$ cat config.mk
export PLATFORM = sky130hd
export DESIGN_NAME = axis_video_tpg
export DESIGN_NICKNAME = d
export VERILOG_FILES = /design/src/rtl/axis_video_pkg.sv /design/src/rtl/tpg_pixel_gen.sv /design/src/rtl/axis_video_tpg.sv
export SDC_FILE = /design/constraint.sdc
export NUM_CORES = 1
export LEC_CHECK = 0
export ABC_AREA = 1
export CAP_MARGIN = 20
export CORE_ASPECT_RATIO = 0.9
export CORE_MARGIN = 5
export CORE_UTILIZATION = 60
export CTS_CLUSTER_SIZE = 16
export DETAILED_ROUTE_END_ITERATION = 6
export HOLD_SLACK_MARGIN = 0.05
export PLACE_DENSITY = 0.86
export SYNTH_ARGS = -nofsm -noshare
export SYNTH_HDL_FRONTEND = slang
export SYNTH_HIERARCHICAL = 1
export SYNTH_SLANG_ARGS = --single-unit
$ cat constraint.sdc
create_clock -name aclk -period 7.4 [get_ports aclk]
set_input_delay 1.48 -clock aclk [delete_from_list [all_inputs] [get_ports aclk]]
set_output_delay 1.48 -clock aclk [all_outputs]
set_load 0.02 [all_outputs]
$ cat src/rtl/axis_video_pkg.sv
// axis_video_pkg: shared encodings for the AXI4-Stream video test-pattern
// generator.
//   pat_e         pattern-select encodings carried on pattern_sel
//   state_e       frame sequencer states
//   BAR_*         the eight colour-bar colours, left to right
//   bar_colour()  maps a bar index (0..7) onto its colour
package axis_video_pkg;

  typedef enum logic [1:0] {
    PAT_BARS  = 2'd0,
    PAT_RAMP  = 2'd1,
    PAT_CHECK = 2'd2,
    PAT_SOLID = 2'd3
  } pat_e;

  typedef enum logic [1:0] {
    IDLE   = 2'd0,
    ACTIVE = 2'd1,
    GAP    = 2'd2
  } state_e;

  localparam logic [23:0] BAR_WHITE   = 24'hFFFFFF;
  localparam logic [23:0] BAR_YELLOW  = 24'hFFFF00;
  localparam logic [23:0] BAR_CYAN    = 24'h00FFFF;
  localparam logic [23:0] BAR_GREEN   = 24'h00FF00;
  localparam logic [23:0] BAR_MAGENTA = 24'hFF00FF;
  localparam logic [23:0] BAR_RED     = 24'hFF0000;
  localparam logic [23:0] BAR_BLUE    = 24'h0000FF;
  localparam logic [23:0] BAR_BLACK   = 24'h000000;

  function automatic logic [23:0] bar_colour(input logic [2:0] idx);
    logic [23:0] c;
    case (idx)
      3'd0:    c = BAR_WHITE;
      3'd1:    c = BAR_YELLOW;
      3'd2:    c = BAR_CYAN;
      3'd3:    c = BAR_GREEN;
      3'd4:    c = BAR_MAGENTA;
      3'd5:    c = BAR_RED;
      3'd6:    c = BAR_BLUE;
      default: c = BAR_BLACK;
    endcase
    return c;
  endfunction

endpackage

$ cat src/rtl/tpg_pixel_gen.sv
// tpg_pixel_gen: purely combinational pixel colour for one raster position.
//   pattern_i  latched pattern select
//   x_i, y_i   pixel coordinates
//   bar_i      colour-bar index of x_i (kept by the caller's sub-counter)
//   solid_i    latched solid colour
//   rgb_o      {R, G, B} for this pixel
module tpg_pixel_gen
  import axis_video_pkg::*;
#(
  parameter int unsigned XW = 10,
  parameter int unsigned YW = 9
) (
  input  pat_e              pattern_i,
  input  logic [XW-1:0]     x_i,
  input  logic [YW-1:0]     y_i,
  input  logic [2:0]        bar_i,
  input  logic [23:0]       solid_i,
  output logic [23:0]       rgb_o
);

  logic [7:0] ramp_s;
  logic       chk_s;

  // Pattern selection; the checker bit is x[5] ^ y[5], i.e. 32x32 squares.
  always_comb begin
    ramp_s = 8'(x_i);
    chk_s  = 1'((16'(x_i) ^ 16'(y_i)) >> 4'd5);
    case (pattern_i)
      PAT_BARS:  rgb_o = bar_colour(bar_i);
      PAT_RAMP:  rgb_o = {ramp_s, ramp_s, ramp_s};
      PAT_CHECK: rgb_o = chk_s ? BAR_WHITE : BAR_BLACK;
      PAT_SOLID: rgb_o = solid_i;
      default:   rgb_o = BAR_BLACK;
    endcase
  end

endmodule

$ cat src/rtl/axis_video_tpg.sv
// axis_video_tpg: AXI4-Stream video test-pattern generator.
// Emits raster frames of H_ACTIVE x V_ACTIVE RGB pixels with tuser on (0,0)
// and tlast on each line end, honouring backpressure, with FRAME_GAP idle
// cycles between frames.
//   aclk, aresetn   clock and synchronous active-low reset
//   enable          run request, sampled only at frame boundaries
//   pattern_sel     0 bars, 1 ramp, 2 checkerboard, 3 solid (latched per frame)
//   solid_rgb       colour for the solid pattern (latched per frame)
//   m_axis_*        AXI4-Stream master (tdata/tvalid/tready/tlast/tuser)
//   frame_done      one-cycle pulse after the last pixel of a frame is accepted
//   frame_count     completed-frame counter, wraps at 0xFFFF
module axis_video_tpg
  import axis_video_pkg::*;
#(
  parameter int unsigned DATA_WIDTH = 24,
  parameter int unsigned H_ACTIVE   = 640,
  parameter int unsigned V_ACTIVE   = 480,
  parameter int unsigned FRAME_GAP  = 16
) (
  input  logic                  aclk,
  input  logic                  aresetn,
  input  logic                  enable,
  input  logic [1:0]            pattern_sel,
  input  logic [23:0]           solid_rgb,
  output logic [DATA_WIDTH-1:0] m_axis_tdata,
  output logic                  m_axis_tvalid,
  input  logic                  m_axis_tready,
  output logic                  m_axis_tlast,
  output logic                  m_axis_tuser,
  output logic                  frame_done,
  output logic [15:0]           frame_count
);

  localparam int unsigned XW  = $clog2(H_ACTIVE);
  localparam int unsigned YW  = (V_ACTIVE > 32'd1) ? $clog2(V_ACTIVE) : 32'd1;
  localparam int unsigned BW  = H_ACTIVE / 32'd8;
  localparam int unsigned BCW = (BW > 32'd1) ? $clog2(BW) : 32'd1;
  localparam int unsigned GW  = (FRAME_GAP > 32'd1) ? $clog2(FRAME_GAP) : 32'd1;

  localparam logic [XW-1:0]  X_LAST   = XW'(H_ACTIVE - 32'd1);
  localparam logic [YW-1:0]  Y_LAST   = YW'(V_ACTIVE - 32'd1);
  localparam logic [BCW-1:0] BC_LAST  = BCW'(BW - 32'd1);
  localparam logic [GW-1:0]  GAP_LAST = GW'((FRAME_GAP > 32'd0) ? FRAME_GAP - 32'd1 : 32'd0);
  localparam bit             NO_GAP   = (FRAME_GAP == 32'd0);

  state_e                state_q;
  logic [XW-1:0]         x_q, x_d;
  logic [YW-1:0]         y_q, y_d;
  logic [2:0]            bar_q, bar_d;
  logic [BCW-1:0]        bcnt_q, bcnt_d;
  pat_e                  pat_q, pat_d;
  logic [23:0]           solid_q, solid_d;
  logic [GW-1:0]         gap_q;
  logic [DATA_WIDTH-1:0] tdata_q;
  logic                  tvalid_q, tvalid_d;
  logic                  tlast_q, tuser_q;
  logic                  done_q;
  logic [15:0]           frame_count_q;
  logic [23:0]           rgb_s;

  logic hs_s, last_s, gap_exp_s, start_s, load_s, adv_s;

  assign hs_s      = tvalid_q & m_axis_tready;
  assign last_s    = (x_q == X_LAST) && (y_q == Y_LAST);
  assign gap_exp_s = (state_q == GAP) && (gap_q == GAP_LAST);
  // A frame starts from IDLE, at gap expiry, or straight after the last
  // pixel when there is no inter-frame gap.
  assign start_s   = enable && ((state_q == IDLE) || gap_exp_s ||
                     ((state_q == ACTIVE) && hs_s && last_s && NO_GAP));
  assign load_s    = start_s || ((state_q == ACTIVE) && hs_s && !last_s);
  assign adv_s     = load_s || ((state_q == ACTIVE) && hs_s && last_s);
  assign tvalid_d  = load_s || (tvalid_q && !hs_s);

  // Coordinates of the pixel to present next: frame origin on a start,
  // otherwise the raster successor of the pixel just accepted.
  always_comb begin
    x_d     = x_q;
    y_d     = y_q;
    bar_d   = bar_q;
    bcnt_d  = bcnt_q;
    pat_d   = pat_q;
    solid_d = solid_q;
    if (start_s) begin
      x_d     = '0;
      y_d     = '0;
      bar_d   = 3'd0;
      bcnt_d  = '0;
      pat_d   = pat_e'(pattern_sel);
      solid_d = solid_rgb;
    end else if (x_q == X_LAST) begin
      x_d    = '0;
      bar_d  = 3'd0;
      bcnt_d = '0;
      if (y_q == Y_LAST) begin
        y_d = '0;
      end else begin
        y_d = y_q + YW'(1);
      end
    end else begin
      x_d = x_q + XW'(1);
      if (bcnt_q == BC_LAST) begin
        bcnt_d = '0;
        bar_d  = bar_q + 3'd1;
      end else begin
        bcnt_d = bcnt_q + BCW'(1);
      end
    end
  end

  tpg_pixel_gen #(
    .XW (XW),
    .YW (YW)
  ) u_pixel_gen (
    .pattern_i (pat_d),
    .x_i       (x_d),
    .y_i       (y_d),
    .bar_i     (bar_d),
    .solid_i   (solid_d),
    .rgb_o     (rgb_s)
  );

  // Frame sequencer with raster counters, pattern latch and output register.
  always_ff @(posedge aclk) begin
    if (!aresetn) begin
      state_q       <= IDLE;
      x_q           <= '0;
      y_q           <= '0;
      bar_q         <= 3'd0;
      bcnt_q        <= '0;
      pat_q         <= PAT_BARS;
      solid_q       <= 24'h000000;
      gap_q         <= '0;
      tdata_q       <= '0;
      tvalid_q      <= 1'b0;
      tlast_q       <= 1'b0;
      tuser_q       <= 1'b0;
      done_q        <= 1'b0;
      frame_count_q <= 16'h0000;
    end else begin
      done_q   <= 1'b0;
      tvalid_q <= tvalid_d;
      if (adv_s) begin
        x_q     <= x_d;
        y_q     <= y_d;
        bar_q   <= bar_d;
        bcnt_q  <= bcnt_d;
        pat_q   <= pat_d;
        solid_q <= solid_d;
      end
      // The held beat only changes when a new pixel is loaded.
      if (load_s) begin
        tdata_q <= DATA_WIDTH'(rgb_s);
        tlast_q <= (x_d == X_LAST);
        tuser_q <= (x_d == '0) && (y_d == '0);
      end else if (!tvalid_d) begin
        tlast_q <= 1'b0;
        tuser_q <= 1'b0;
      end
      case (state_q)
        IDLE: begin
          if (start_s) state_q <= ACTIVE;
        end
        ACTIVE: begin
          if (hs_s && last_s) begin
            done_q        <= 1'b1;
            frame_count_q <= frame_count_q + 16'd1;
            gap_q         <= '0;
            if (!start_s) state_q <= NO_GAP ? IDLE : GAP;
          end
        end
        GAP: begin
          if (gap_exp_s) begin
            gap_q   <= '0;
            state_q <= start_s ? ACTIVE : IDLE;
          end else begin
            gap_q <= gap_q + GW'(1);
          end
        end
        default: state_q <= IDLE;
      endcase
    end
  end

  assign m_axis_tdata  = tdata_q;
  assign m_axis_tvalid = tvalid_q;
  assign m_axis_tlast  = tlast_q;
  assign m_axis_tuser  = tuser_q;
  assign frame_done    = done_q;
  assign frame_count   = frame_count_q;

endmodule

==> impl_metrics.yaml, run 1 <==
layout:
  antenna_cells: 0
  drive_gt1_share_pct: 7.92
  fillCellCount: 812
  multi_input_area_um2: 2910
  layout_commonest_cell: "nand2_1"
  seqCellArea_um2: 2100
  fin_util_pct: 72.3
  most-common-layout-cells: "nand2_1, nor2_1, inv_1, dfxtp_1, nand3_1"
  finish.net_count: 955
  area_delta_synth_final_pct: 16.8
route:
  vias: 5700
  avgRoutedWirePerCell_um: 14.3
  drc_errors: 0
  drtIter0Drc: 449
  final_antenna_net_count: 0
  wl_um: 14900
  dr.pass1.iters: 5
  avgViaCountPerCell: 5.46
clock_tree:
  insertion_delay_ns: 0.36
  clkTransAtPathRegs_ns: 0.11
  cts_tree: "yes"
  cts_setup_buffers: 0
  postCtsHoldBufs: 0
  cts.sinks: 105
  cts_resized: 0
  cts_root_buffer: "clkbuf_8"
  clockBufferDepth: 2
  h-tree-depth: 3
  numCtsBuffers: 9
floorplan:
  die_w_um: 113
  num_rows: 33
  coreArea_um2: 9170
  die_area_um2: 11500
  start_util_pct: 61.9
  die_h_um: 102
  io_pins: 74
placement:
  dp_hpwl_um: 10900
  place_congestion: 0.912
  portBuffers: 73
global_route:
  gr-total-overflow: 0
  grt_start_max_net_pins: 52
  grt_pass1_vias: 5352
  grt_usage_pct: 26.2
  grt_pass1_wl_um: 25000
  antenna_found_initial: 0
yosys:
  ys_seq_area_share_pct: 37.0
  yosys_warnings: 6
  avgSynthCellArea_um2: 6.54
  ys_ff_latch: 105
  synth_edf_count: 0
  synth_area_um2: 5680
  ys_types: 40
  syn_inst: 868
  async_reset_ff_share_pct: 0
  synth_flop_cell: "dfxtp_1"
  synth_fp_nets: 904
min_path:
  hold_path_class: "reg -> reg"
worst_setup_path:
  startpoint_type: "input pin"
  path_buf_inv: 4
  critPathKind: "in -> reg"
  cp_slowest_cell: "inv_1"
  cp.arrival_ns: 5.05
  required_ns: 7.66
  path_max_fanout: 44
  crit_family: "buffers and inverters"
  reg2reg_slack_ns: 3.46
  path_common_cell: "inv_1"
  slowest_delay_ns: 0.72
  crit_path_end_kind: "register"
  path_cells: "clkdlybuf4s50_1, nand2_1, inv_1, nand2_2, inv_1, or2_2, o21ai_0, inv_1, nor2_2, nand2_1, nand3_1, o21ai_0, nor2_1"
sta:
  tightest_slew_ns: 0.923
  setup_tns_ns: 0
  rsz0062_at_grt: "false"
  slew_viol_final: 0
  fin_skew_ns: 0.0194
  setup_viol: 0
  relSlewSlack_pct: 38.4
  finalCritPeriodShare_pct: 64.7
  final_hold_viol_count: 0
  fmax_ghz: 0.209
  finalCriticalPeriod_ns: 4.79
pwr:
  power_leakage_nw: 2.96
  powerDensity_nw_per_um2: 192
  ir_worst_vdd_uv: 141
run:
  cap_viol_max_count: 0
outcome:
  status: "finished clean"
==> per-layer routing <==
layer	part of all wire (%)	GRT usage (%)	up-vias
li1	-	-	2837
met1	46	35.6	2615
met2	46	43.3	224
met3	6.8	4.56	24
met4	1.4	7.58	0
met5	0	0	-
==> worst reg2reg max path: cells and delay by family (launching register included) <==
kind            cells  cell delay (ns)
simple gates        8             1.64
buf+inv             3             1.21
flops               1             0.36
compound gates      2             0.39
fa+ha+maj           1             0.23
==> cells in the mapped netlist, drive strengths merged (3+ instances only) <==
master,n,share of area [%]
o21ai,68,6.1
nor3,17,1.5
nand2,168,12
ha,6,1.3
inv,124,8.2
clkbuf,20,1.4
o21a,3,0.40
or2,26,2.9
xor2,7,1.1
buf,17,1.9
nand4,7,0.77
dfxtp,105,37
nand3,97,9.3
nor2,138,10
a21oi,51,4.5
a211oi,3,0.40
==> report_power, final <==
part	internal [mW]	switching, mW	total [mW]
clock network	0.222	0.194	0.416
logic	0.0945	0.148	0.243
registers	0.596	0.0162	0.612
total	0.913	0.359	1.27
==> cell families (layout without fill, tap and decap cells) <==
group / count (synthesis) / after routing / share of synthesized area (%)
buf+inv: 163 / 217 / 11.7
compound gates: 130 / 130 / 12.0
fa+ha+maj: 6 / 6 / 1.32
simple gates: 456 / 456 / 36.7
xor+xnor: 8 / 8 / 1.23
flops: 105 / 105 / 37.0
==> per-stage QoR <==
stage	total power [mW]	worst slack [ns]	instance area [um^2]	hold slack, ns	std cells
floorplan	0.783	4.08	5680	0.421	868
global placement	0.855	2.46	6400	0.437	1030
detailed placement	0.864	2.29	6400	0.441	1030
CTS	1.28	2.66	6630	0.456	1044
global route	1.34	2.15	6630	0.500	1044
finish	1.27	2.61	6630	0.463	1044
==> cell type report <==
type | instances | area share [%]
clock buffers | 9 | 1.87
clock inverters | 5 | 1.57
inverters | 126 | 7.19
multi-input cells | 600 | 43.9
flip-flops and latches | 105 | 31.7
well taps | 122 | 2.30
repair buffers | 77 | 11.5
==> worst paths after layout <==
check                                           start                             to  cells past startpoint
worst max-delay path                           enable  m_axis_tdata[21]$_SDFFE_PN0P_                     13
worst min-delay path            gap_q[3]$_SDFFE_PN0P_          gap_q[3]$_SDFFE_PN0P_                      1
worst max register to register  gap_q[0]$_SDFFE_PN0P_  m_axis_tdata[21]$_SDFFE_PN0P_                     14
worst min register to register  gap_q[3]$_SDFFE_PN0P_          gap_q[3]$_SDFFE_PN0P_                      1
==> sequential cells by signal, summed over array words and instances (netlist names), 2 cells and up <==
| register | flops |
|---|---|
| m_axis_tdata | 24 |
| solid_q | 24 |
| frame_count | 16 |
| x_q | 10 |
| y_q | 9 |
| bcnt_q | 7 |
| gap_q | 4 |
| bar_q | 3 |
| pat_q | 2 |
| state_q | 2 |
Power figures use the tool's default switching activity.
==> run 2: changes to the inputs <==
--- a/config.mk
+++ b/config.mk
@@ -9,11 +9,11 @@
 export CAP_MARGIN = 20
 export CORE_ASPECT_RATIO = 0.9
 export CORE_MARGIN = 5
-export CORE_UTILIZATION = 60
+export CORE_UTILIZATION = 56
 export CTS_CLUSTER_SIZE = 16
 export DETAILED_ROUTE_END_ITERATION = 6
 export HOLD_SLACK_MARGIN = 0.05
-export PLACE_DENSITY = 0.86
+export PLACE_DENSITY = 0.81
 export SYNTH_ARGS = -nofsm -noshare
 export SYNTH_HDL_FRONTEND = slang
 export SYNTH_HIERARCHICAL = 1
==> constraint.sdc (replaced) <==
create_clock -name aclk -period 4.9 [get_ports aclk]
set_input_delay 0.98 -clock aclk [delete_from_list [all_inputs] [get_ports aclk]]
set_output_delay 0.98 -clock aclk [all_outputs]
set_load 0.02 [all_outputs]
==> run 2 against run 1 <==
  * Sequential share of layout area down 0.68 points
  * Highest routed layer unchanged
  * Non-clock buffer count up 4
  * Critical endpoint is now m_axis_tdata[16]$_SDFFE_PN0P_
  * Wire length down 1.4%
  * Critical path depth up 1
  * Combinational power up 53%
  * Clock power up 90%
==> impl_metrics.yaml, run 2 (synthesis results as in run 1) <==
route:
  wl_um: 14700
  avgViaCountPerCell: 5.33
  final_antenna_net_count: 0
  drc_errors: 0
  avgRoutedWirePerCell_um: 13.9
  drtIter0Drc: 635
  vias: 5613
  dr.pass1.iters: 5
outcome:
  status: "finished clean"
pwr:
  power_leakage_nw: 3.03
  ir_worst_vdd_uv: 230
  powerDensity_nw_per_um2: 308
layout:
  drive_gt1_share_pct: 8.51
  multi_input_area_um2: 2910
  stdcell_area_um2: 6780
  fillCellCount: 857
  antenna_cells: 0
  most-common-layout-cells: "nand2_1, nor2_1, inv_1, dfxtp_1, nand3_1"
  area_delta_synth_final_pct: 19.4
  finish.net_count: 959
  layout_commonest_cell: "nand2_1"
  seqCellArea_um2: 2100
clock_tree:
  cts_root_buffer: "clkbuf_16"
  h-tree-depth: 3
  postCtsHoldBufs: 0
  numCtsBuffers: 9
  insertion_delay_ns: 0.35
  cts_setup_buffers: 0
  cts_resized: 0
  clockBufferDepth: 2
  cts_tree: "yes"
  clkTransAtPathRegs_ns: 0.07
  cts.sinks: 105
worst_setup_path:
  startpoint_type: "input pin"
  crit_path_end_kind: "register"
  cp.arrival_ns: 3.80
  required_ns: 5.13
  critPathKind: "in -> reg"
  path_max_fanout: 21
  reg2reg_slack_ns: 1.76
floorplan:
  io_pins: 74
  die_w_um: 116
  die_h_um: 106
  coreArea_um2: 9780
  num_rows: 34
  die_area_um2: 12300
  start_util_pct: 58.0
placement:
  dpl_cell_area_um2: 6430
  portBuffers: 73
  place_congestion: 0.903
  dp_hpwl_um: 10800
global_route:
  gr-total-overflow: 0
  grt_pass1_wl_um: 24000
  antenna_found_initial: 0
  grt_usage_pct: 24.0
  grt_pass1_vias: 5121
  grt_start_max_net_pins: 65
sta:
  finalCriticalPeriod_ns: 3.57
  finalCritPeriodShare_pct: 72.8
  fin_skew_ns: 0.00603
  relSlewSlack_pct: 53.5
  fmax_ghz: 0.280
  final_hold_viol_count: 0
  setup_viol: 0
  slew_viol_final: 0
  setup_tns_ns: 0
  rsz0062_at_grt: "false"
  tightest_slew_ns: 0.696
min_path:
  hold_path_class: "reg -> reg"
run:
  cap_viol_max_count: 0
==> run 2: final timing paths <==
path	from	cells after the start	to
setup / recovery	enable	14	m_axis_tdata[16]$_SDFFE_PN0P_
hold / removal	gap_q[3]$_SDFFE_PN0P_	1	gap_q[3]$_SDFFE_PN0P_
setup reg to reg	gap_q[0]$_SDFFE_PN0P_	13	m_axis_tdata[16]$_SDFFE_PN0P_
hold reg to reg	gap_q[3]$_SDFFE_PN0P_	1	gap_q[3]$_SDFFE_PN0P_
==> run 2: area by class of cell <==
class / instances / area share (%)
tap: 126 / 2.33
multi-input combinational: 600 / 42.9
timing repair buffer: 81 / 11.9
clock buffer: 9 / 3.32
sequential: 105 / 31.0
clock inverter: 7 / 1.50
inverter: 126 / 7.03
==> run 2: power by group <==
group | switching, mW | leakage [nW] | internal, mW
combinational | 0.224 | 2.01 | 0.147
clock | 0.338 | 0.158 | 0.454
sequential | 0.0252 | 0.859 | 0.900
==> run 2: metal layers <==
metal  vias up  GRT usage (%)  part of all wire (%)
li1       2852              -                     -
met2       206           38.3                    47
met5         -              0                     0
met3        17           5.90                   6.9
met4         0           4.97                   1.0
met1      2538           32.9                    45
==> run 2: stage by stage <==
stage | total power [mW] | instances | util, % | hold WS, ns | worst slack [ns]
floorplan | 1.18 | 868 | - | 0.421 | 2.08
CTS | 2.10 | 1053 | 69.1 | 0.467 | 1.40
detailed placement | 1.31 | 1037 | 65.7 | 0.453 | 1.03
finish | 2.09 | 1054 | 69.3 | 0.467 | 1.33
global route | 2.19 | 1054 | 69.3 | 0.497 | 1.06
global placement | 1.30 | 1037 | 65.7 | 0.443 | 1.11
==> run 2: worst max-delay path: stages <==
cell and delay, ns:
clkdlybuf4s50_1 0.49, nand2_1 0.06, inv_1 0.06, nand2_2 0.25, inv_1 0.28, or2_2 0.14
o21ai_0 0.09, inv_1 0.34, buf_4 0.31, nor2_2 0.09, nand2_1 0.22, nand3_1 0.10
o21ai_0 0.31, nor2_1 0.07
